## config.mk

```make
export PLATFORM = sky130hd
export DESIGN_NAME = disp_num_scan
export DESIGN_NICKNAME = d
export VERILOG_FILES = /design/src/rtl/disp_num_scan.sv
export SDC_FILE = /design/constraint.sdc
export NUM_CORES = 1
export LEC_CHECK = 0
export CORE_ASPECT_RATIO = 0.75
export CORE_UTILIZATION = 25
export DETAILED_ROUTE_END_ITERATION = 10
export SETUP_SLACK_MARGIN = 0.4
export SLEW_MARGIN = 10
export SYNTH_ARGS = -nofsm -noshare
export SYNTH_HDL_FRONTEND = slang
export SYNTH_SLANG_ARGS = --single-unit
export TNS_END_PERCENT = 1
```

## constraint.sdc

```tcl
create_clock -name clk -period 1.9 [get_ports clk]
set_input_delay 0.38 -clock clk [delete_from_list [all_inputs] [get_ports clk]]
set_output_delay 0.38 -clock clk [all_outputs]
set_load 0.03 [all_outputs]
```

## src/rtl/disp_num_scan.sv

```systemverilog
// N-digit multiplexed common-anode 7-segment driver: prescaler, digit scanner,
// hex decoder and per-digit blinking. Optional macro DISP_LZ_BLANK_EN adds leading-zero suppression.
module disp_num_scan #(
    parameter int DIGITS    = 4,
    parameter int SCAN_DIV  = 17,
    parameter int BLINK_DIV = 8
) (
    input  logic                  clk,
    input  logic                  RST,
    input  logic [4*DIGITS-1:0]   HEXS,
    input  logic [DIGITS-1:0]     points,
    input  logic [DIGITS-1:0]     LES,
    input  logic [DIGITS-1:0]     blinks,
    output logic [DIGITS-1:0]     AN,
    output logic [7:0]            Segment
);

    localparam int               IDX_W    = (DIGITS > 1) ? $clog2(DIGITS) : 1;
    localparam logic [IDX_W-1:0] LAST_IDX = IDX_W'(DIGITS - 1);

    logic [SCAN_DIV-1:0]  r_presc;
    logic [BLINK_DIV-1:0] r_blink_cnt;
    logic                 r_blink_phase;
    logic [IDX_W-1:0]     r_idx;

    logic                 w_tick;
    logic [3:0]           w_nibs [DIGITS];
    logic [DIGITS-1:0]    w_lz_mask;
    logic [3:0]           w_nib;
    logic                 w_blank;
    logic [6:0]           w_seg7;

    assign w_tick = &r_presc;

    genvar gi;
    generate
        for (gi = 0; gi < DIGITS; gi++) begin : g_nib
            assign w_nibs[gi] = HEXS[4*gi +: 4];
        end
    endgenerate

`ifdef DISP_LZ_BLANK_EN
    // Digit i>0 is suppressed when it and every more-significant nibble are zero.
    generate
        for (gi = 0; gi < DIGITS; gi++) begin : g_lz
            if (gi == 0) begin : g_lsd
                assign w_lz_mask[gi] = 1'b0;
            end else begin : g_upper
                assign w_lz_mask[gi] = ~|HEXS[4*DIGITS-1:4*gi];
            end
        end
    endgenerate
`else
    assign w_lz_mask = '0;
`endif

    assign w_nib   = w_nibs[r_idx];
    assign w_blank = LES[r_idx] | (blinks[r_idx] & r_blink_phase) | w_lz_mask[r_idx];

    always_comb begin
        w_seg7 = 7'h7F;
        case (w_nib)
            4'h0: w_seg7 = 7'h40;
            4'h1: w_seg7 = 7'h79;
            4'h2: w_seg7 = 7'h24;
            4'h3: w_seg7 = 7'h30;
            4'h4: w_seg7 = 7'h19;
            4'h5: w_seg7 = 7'h12;
            4'h6: w_seg7 = 7'h02;
            4'h7: w_seg7 = 7'h78;
            4'h8: w_seg7 = 7'h00;
            4'h9: w_seg7 = 7'h10;
            4'hA: w_seg7 = 7'h08;
            4'hB: w_seg7 = 7'h03;
            4'hC: w_seg7 = 7'h46;
            4'hD: w_seg7 = 7'h21;
            4'hE: w_seg7 = 7'h06;
            4'hF: w_seg7 = 7'h0E;
            default: w_seg7 = 7'h7F;
        endcase
    end

    // Outputs decode the pre-update idx, so they trail an idx change by one clock.
    always_ff @(posedge clk or posedge RST) begin
        if (RST) begin
            r_presc       <= '0;
            r_blink_cnt   <= '0;
            r_blink_phase <= 1'b0;
            r_idx         <= '0;
            AN            <= '1;
            Segment       <= 8'hFF;
        end else begin
            r_presc <= r_presc + 1'b1;
            if (w_tick) begin
                r_idx       <= (r_idx == LAST_IDX) ? '0 : r_idx + 1'b1;
                r_blink_cnt <= r_blink_cnt + 1'b1;
                if (&r_blink_cnt)
                    r_blink_phase <= ~r_blink_phase;
            end
            AN      <= ~(DIGITS'(1) << r_idx);
            Segment <= w_blank ? 8'hFF : {~points[r_idx], w_seg7};
        end
    end

endmodule

```

Word level (Yosys, flattened, before mapping):

Memory sizes are Yosys's and may differ from the RTL's.
Index checks and enable logic that the tools add are counted.

* add/sub/neg operators: 3
* order comparisons: 2
* equality and inequality tests: 1
* shift-type cells: 1
* mux-type cells: 13
* bitwise operators: 7
* reduce and logical (&&, ||, !) cells: 2

Operators with widths (count)
* $reduce_and 25->1: 1
* $add 17x1->17 const B: 1
* $reduce_and 17->1: 1
* $add 8x1->8 const B: 1
* $bmux 1 s2: 4
* $bmux 4 s2: 1
* $mux 4: 2
* $mux 8: 1
* $mux 1: 4
* $not 4->4: 1
* $shl 1x2->4 const A: 1
* $ge 3x3->1 const B: 1
* $lt 2x3->1 const B: 1
* $not 2->3: 1
* $add 2x1->2 const B: 1
* $eq 2x2->1 const B: 1
* $mux 2: 1
* $not 1->1: 2
* $or 1x1->1: 2
* $and 1x1->1: 1

* register bits after elaboration: 40
* bits in read-only memories: 112
* bits of input ports: 30
* output and inout bits: 12
* word-level logic and storage cells: 36
* memories: 1

Memories
* (name not given): words 16, bits a word 7, read ports 1, clocked after Yosys merged registers in 0, write ports 0, RTL line 62 `case (w_nib)`

Depth between registers and ports, before layout:

Gate-level depths: netlist of run 1.

* depth after elaboration: 6
* mapped depth: 8
* mapped depth without buffers: 7

Worst setup path after synthesis of run 1:

Ideal clock, no wire load.

* path kind: reg2reg
* from: reg r_presc[0]
* to: reg r_blink_cnt[5]
* library setup time: 123 ps
* data arrival time: 1963 ps
* required time: 1777 ps
* slack: -185 ps
* cell stages (with the launch flop): 9
* buffers on the path: 1
* clock period less this slack: 2085 ps
* cells stage by stage: dfrtp_1 ha_1 nand3_1 nor3_1 and3_1 ha_1 clkbuf_1 nand4_1 xnor2_1

* word-level cells in the longest chain between the ends: 1

Ends and longest elaborated chain
* start: declaration: RTL line 21 `logic [SCAN_DIV-1:0] r_presc;`
* start signal: assignment: RTL line 93 `r_presc <= r_presc + 1'b1;`
* $reduce_and 17->1: RTL line 33 `assign w_tick = &r_presc;`
* net w_tick: RTL line 26 `logic w_tick;`
* end signal: assignment: RTL line 96 `r_blink_cnt <= r_blink_cnt + 1'b1;`
* end: declaration: RTL line 22 `logic [BLINK_DIV-1:0] r_blink_cnt;`

The timed path passes the listed nets, and every way through them passes these cells.
A chain may end at the register's enable or synchronous reset.

Worst setup path after layout of run 1:

* from: in HEXS[9]
* to: reg Segment[4]

* word-level cells in the longest chain between the ends: 5

Ends and longest elaborated chain
* start: declaration: RTL line 10 `input logic [4*DIGITS-1:0] HEXS,`
* $bmux 4 s2: RTL line 57 `assign w_nib = w_nibs[r_idx];`
* $mux 4 (not written as such) (2 in a row): RTL line 57
* $mem_v2 16x7
* $mux 8: RTL line 101 `Segment <= w_blank ? 8'hFF : {~points[r_idx], w_seg7};`
* end signal: assignment: RTL line 101
* end: declaration: RTL line 15 `output logic [7:0] Segment`

Every way passes these cells. The select of a mux whose other input is x is not followed.

==> run metrics, run 1 <==
max-slew violation count=0; crit-path cells=clkdlybuf4s50_1 > mux4_2 > buf_4 > ha_1 > o21ai_1 > o21ai_2 > nand2_1; fmax=0.561 GHz; startpoint types=primary input; via count=1474; mux cell area share after synthesis=0.0886; Simple-Gate Fraction of Synth Area=0.130; outcome=completed; final core utilization=0.374; Synth Cell Area=2030 sq um; Std-Cell Core Area=7880 sq um; io pins=42; crit path capture type=flop; Synth warnings=0; Clock Latency Late Sink=0.29 ns; # rows=28; Mapped Cells=172; CTS buffer count=5; largest net degree at the start of global routing=41; storage element area=1020 sq um; routed len/inst=12.5 um; commonest non-fill, non-tap cell in the layout=clkdlybuf4s50_1; main combinational cell family by area after synthesis=simple AND/OR/NAND/NOR gates; initial antenna violation count=0; die span in x=106 um; synthesized flop and latch total=40; GP Congestion=0.783; ant diodes=0; CP bufs+invs=2; Avg Cell Area, Syn=11.8 sq um; CTS tree=built; Worst path max stage delay=0.54 ns; fin crit share=0.939; Least-Margin Pin Slew=0.395 ns; clk root buf=clkbuf_8; Area Overhead vs Synth=45.0%; DRC=0; commonest non-fill, non-tap cells in the layout=clkdlybuf4s50_1 (29), dfrtp_1 (26), buf_4 (24); Worst Hold Class=in2async; Worst Path Arrival=2.01 ns; multi-input combinational cell area=1060 sq um; IO buf count=41; Cell Pwr Density=564 nW/um^2; Final Hold Viols=0; global-route usage over all layers=0.106; post-synthesis adder-cell area fraction=0.0800; Syn Nets=215; post-route ant nets=0; # Max-Cap Violations=0; CTS H-tree depth=2; clock-pin slew on the worst setup and hold paths=0.08 ns; synth unique cells=30; post-synthesis xor/xnor area fraction=0.112; share of cells above drive strength 1=0.280; register area share after synthesis=0.499; drt total wl=4340 um; Overall Power=1.66 mW; final setup vio count=0; Slowest-stage cell, CP=mux4_2; first-pass GRT wire length=6890 um; DRT iter0 DRCs=42; Die H=80.1 um; DR vias/cell=4.24; Crit Path Max Fanout=3; vias in the first global route=1366; leak pwr=1.31 nW; Top delay family on crit path=buffers and inverters; Initial Util=0.258; CP Data Required Time=2.12 ns; Slew headroom=0.735; Filler cells=776; final std cells w/o fill=348; # nets final=285; Peak VDD IR=0.257 mV; Post-CTS Hold Buffers=0; Total Neg Setup Slack=0 ns; # clock sinks=40; clock buffer depth=2; Clock Skews=0.0135 ns; TritonRoute pass-1 iters=4; Setup CP Type=in2reg; post-DP HPWL=2970 um; min Tclk post-route=1.78 ns; GRT overflow=0; placed insts=337; Synth Area in Compound Gates=0.0523; RSZ-0062 raised after global routing=yes; die area=8510 sq um
[path summary, 6_finish.rpt]
kind / start / end / slack, ns / cells past startpoint
max in group asynchronous: RST / AN[3] / 1.18 / 3
min in group clk: r_presc[14] / r_presc[14] / 0.47 / 1
max: HEXS[9] / Segment[4] / 0.12 / 7
max reg2reg: r_idx[0] / Segment[4] / 0.12 / 6
min: RST / r_blink_cnt[2] / 0.46 / 3
min reg2reg: r_presc[14] / r_presc[14] / 0.47 / 1
[area by class of cell]
cell class,instances,area share
multi-input cells,117,0.361
flip-flops and latches,40,0.345
repair buffers,67,0.206
well taps,105,0.0445
clock buffers,7,0.0259
inverters,11,0.0157
clock inverters,1,0.00170
[flip-flops by register name (all words and copies together), names as in the netlist]
| signal | cells |
|---|---|
| Segment | 8 |
| AN | 4 |
| r_idx | 2 |
| r_presc | 17 |
| r_blink_phase | 1 |
| r_blink_cnt | 8 |
[cell usage after synthesis (all sizes together)]
library cell,count,area (sq um)
nand3b,1,7.51
or2,2,12.5
nor3,2,10.0
nand4,5,31.3
mux2,2,22.5
o211ai,3,22.5
ha,13,163
nand3,9,45.0
a21oi,6,30.0
o21a,1,7.51
clkbuf,1,3.75
dfstp,12,315
o31ai,1,12.5
buf,4,32.5
o21ai,5,25.0
mux4,7,158
nand2,15,56.3
and3,9,56.3
o221ai,1,8.76
xnor2,15,131
xor2,11,96.3
nand2b,1,6.26
nor3b,2,20.0
inv,11,41.3
dfrtp,28,701
nor2,5,18.8
[layer usage]
layer / vias up / global-route usage / part of all wire
met1: 714 / 0.167 / 0.55
met4: 0 / 0.0264 / 0.0048
met3: 2 / 0.0308 / 0.036
li1: 734 / - / -
met2: 24 / 0.138 / 0.41
met5: - / 0 / 0
[worst min-delay path, delay by kind of cell]
family | cells | cell delay (ns)
buf+inv | 3 | 0.74
[per-stage QoR]
| stage | cell area, sq um | hold slack [ns] | setup WS, ns |
|---|---|---|---|
| 6_report | 2950 | 0.456 | 0.117 |
| 5_1_grt | 2950 | 0.483 | 0.0451 |
| 4_1_cts | 2940 | 0.463 | 0.123 |
| 3_5_place_dp | 2790 | 0.450 | -0.187 |
| 3_3_place_gp | 2790 | 0.454 | -0.155 |
| 2_1_floorplan | 2100 | 0.434 | 0.124 |
[where the power goes]
group / internal, mW / switching, mW
Combinational: 0.135 / 0.116
Sequential: 0.873 / 0.00235
Clock: 0.258 / 0.279
[logic make-up (layout without fill, tap and decap cells)]
logic type                 Yosys count  count (layout)
buffers and inverters               16              86
DFF                                 40              40
adders and majority gates           13              13
and+or+nand+nor                     51              51
AOI/OAI and AO/OA                   17              17
xor gates and xnor gates            26              26
muxes                                9              10
[timing repair]
action / in CTS / in global routing
endpoints found under the hold margin: 0 / 0
buffers inserted: 2 / 0
pin swaps: 5 / 1
setup endpoints to repair: 30 / 33
gates resized for setup: 19 / 4
cloned: 1 / 0
(Power assumes the default switching activity.)
==> inputs of run 2 (changes only) <==
- CELL_PAD_IN_SITES_DETAIL_PLACEMENT: unset -> 0
- CELL_PAD_IN_SITES_GLOBAL_PLACEMENT: unset -> 1
- PLACE_DENSITY_LB_ADDON: unset -> 0.1
- RECOVER_POWER: unset -> 100
==> run metrics, run 2 (synthesized netlist as in run 1, its figures left out) <==
outcome=completed; Switching Power=0.402 mW (+1.2%); post-DP HPWL=3460 um (+16%); Filler cells=769 (-0.90%); io pins=42 (unchanged); Worst Hold Class=reg2reg; fin crit share=0.943 (+0.00407); clock-pin slew on the worst setup and hold paths=0.08 ns (about the same); RSZ-0062 raised after global routing=yes; first-pass GRT wire length=7530 um (+9.4%); DR vias/cell=4.29 (+1.4%); R2R Setup Slk=0.12 ns (about the same); CTS buffer count=5 (unchanged); max-slew violation count=0 (unchanged); die span in x=106 um (unchanged); Clock Latency Late Sink=0.29 ns (about the same); Pint=1.26 mW (-0.33%); ant diodes=0 (unchanged); # rows=28 (unchanged); clk root buf=clkbuf_8; fmax=0.558 GHz (-0.43%); Gate power share=0.150 (about the same); # nets final=283 (-0.70%); worst setup path end=Segment[3]; Least-Margin Pin Slew=0.970 ns (+0.575 ns); sequential share of power=0.527 (about the same); Std-Cell Core Area=7880 sq um (unchanged); largest net degree at the start of global routing=41 (unchanged); Clock Skews=0.00774 ns (-0.00578 ns); Worst R2R End=r_blink_cnt[1]; final setup vio count=0 (unchanged); share of cells above drive strength 1=0.253 (-0.0267); vias in the first global route=1464 (+7.2%); post-route ant nets=0 (unchanged); Worst Path Arrival=2.00 ns (about the same); Slew headroom=0.353 (-0.381); Final Hold Viols=0 (unchanged); initial antenna violation count=0 (unchanged); Post-CTS Hold Buffers=0 (unchanged); IO buf count=41 (unchanged); switching share of power=0.242 (+0.00284); Area Overhead vs Synth=42.6%; CP Data Required Time=2.10 ns (-0.02 ns); largest registers=r_presc: 17 flops, Segment: 8 flops, r_blink_cnt: 8 flops; clock power share=0.323 (about the same); commonest non-fill, non-tap cells in the layout=clkdlybuf4s50_1 (28), dfrtp_1 (27), buf_4 (16); Peak VDD IR=0.250 mV (-2.5%); DRT iter0 DRCs=54 (+29%); crit path capture type=flop; GP Congestion=0.805 (+2.8%); Cell Pwr Density=573 nW/um^2 (+1.7%); Overall Power=1.66 mW (about the same); Worst R2R Start=r_presc[0]; CTS H-tree depth=2 (unchanged); die area=8510 sq um (unchanged); Critical Path Start=HEXS[12]; leak pwr=1.29 nW (-1.8%); GRT overflow=0 (unchanged); reg2reg path depth=6 (unchanged); commonest non-fill, non-tap cell in the layout=clkdlybuf4s50_1; # Max-Cap Violations=0 (unchanged); Initial Util=0.258 (unchanged); Die H=80.1 um (unchanged); Total Neg Setup Slack=0 ns (unchanged); # clock sinks=40 (unchanged); global-route usage over all layers=0.117 (+0.0109); Biggest register=r_presc; via count=1486 (+0.81%); drt total wl=4710 um (+8.5%); startpoint types=primary input; routed len/inst=13.6 um (+9.1%); min Tclk post-route=1.79 ns (+0.00773 ns); max reg flops=17 (unchanged); Crit Path Max Fanout=4 (+1); DRC=0 (unchanged); clock buffer depth=2 (unchanged); Setup CP Type=in2reg; CTS tree=built; TritonRoute pass-1 iters=4 (unchanged)
run 2: cell count changes in the layout (fill, tap and decap cells not counted), moves of 2 or more:
| cell | delta |
|---|---|
| buf_4 | -8 |
| buf_6 | +3 |
| clkbuf_1 | +3 |
| ha_1 | +2 |
| ha_4 | -2 |
run 2: area by class of cell:
type | count | area [sq um] | area share
Clock buffer | 7 | 76.3 | 0.0263
Clock inverter | 1 | 5.00 | 0.00172
Inverter | 11 | 46.3 | 0.0160
Multi-Input combinational cell | 117 | 1050 | 0.361
Sequential cell | 40 | 1020 | 0.351
Tap cell | 105 | 131 | 0.0453
Timing Repair Buffer | 65 | 577 | 0.199
run 2: critical path: stages:
cell             delay, ns
clkdlybuf4s50_1       0.42
mux4_2                0.57
ha_4                  0.21
or2_0                 0.21
a21oi_1               0.12
o21ai_1               0.08
run 2: stage by stage:
stage / instance area [sq um] / setup WS, ns / hold WS [ns] / cells / util
floorplan: 2100 / 0.124 / 0.434 / 172 / -
global placement: 2770 / -0.153 / 0.451 / 334 / 0.351
detailed placement: 2770 / -0.228 / 0.456 / 334 / 0.351
CTS: 2920 / 0.136 / 0.457 / 346 / 0.370
global route: 2900 / 0.0374 / 0.470 / 346 / 0.368
finish: 2900 / 0.109 / 0.468 / 346 / 0.368
run 2: metal layers:
| metal | wire [um] | GRT usage | vias to the layer above | share of wire |
|---|---|---|---|---|
| met5 | 0 | 0 | - | 0 |
| met4 | 14 | 0.0250 | 0 | 0.0030 |
| met3 | 230 | 0.0398 | 2 | 0.049 |
| met2 | 1960 | 0.158 | 26 | 0.42 |
| met1 | 2500 | 0.177 | 724 | 0.53 |
| li1 | - | - | 734 | - |
run 2: how the worst min path moves through the flow:
stage | cells past startpoint | from | endpoint | slack, ns
global route | 1 | r_presc[12] | r_presc[12] | 0.47
global placement | 1 | r_presc[12] | r_presc[12] | 0.45
floorplan | 1 | r_presc[12] | r_presc[12] | 0.43
finish | 1 | r_presc[12] | r_presc[12] | 0.47
CTS | 3 | RST | r_presc[12] | 0.46
detailed placement | 1 | r_presc[12] | r_presc[12] | 0.46
run 2: repair_timing:
item,4_1_cts,5_1_grt
setup endpoints to repair,29,33
resized for setup,21,7
setup buffers,3,0
pin swaps,4,3
cloned,1,0
run 2: power groups by stage:
stage	clock network [mW]	registers, mW	logic, mW
after global routing	0.603	0.878	0.271
after detailed placement	0	0.893	0.243
after CTS	0.570	0.877	0.248
final	0.537	0.877	0.250
after floorplan	0	0.921	0.0811
after global placement	0	0.893	0.241
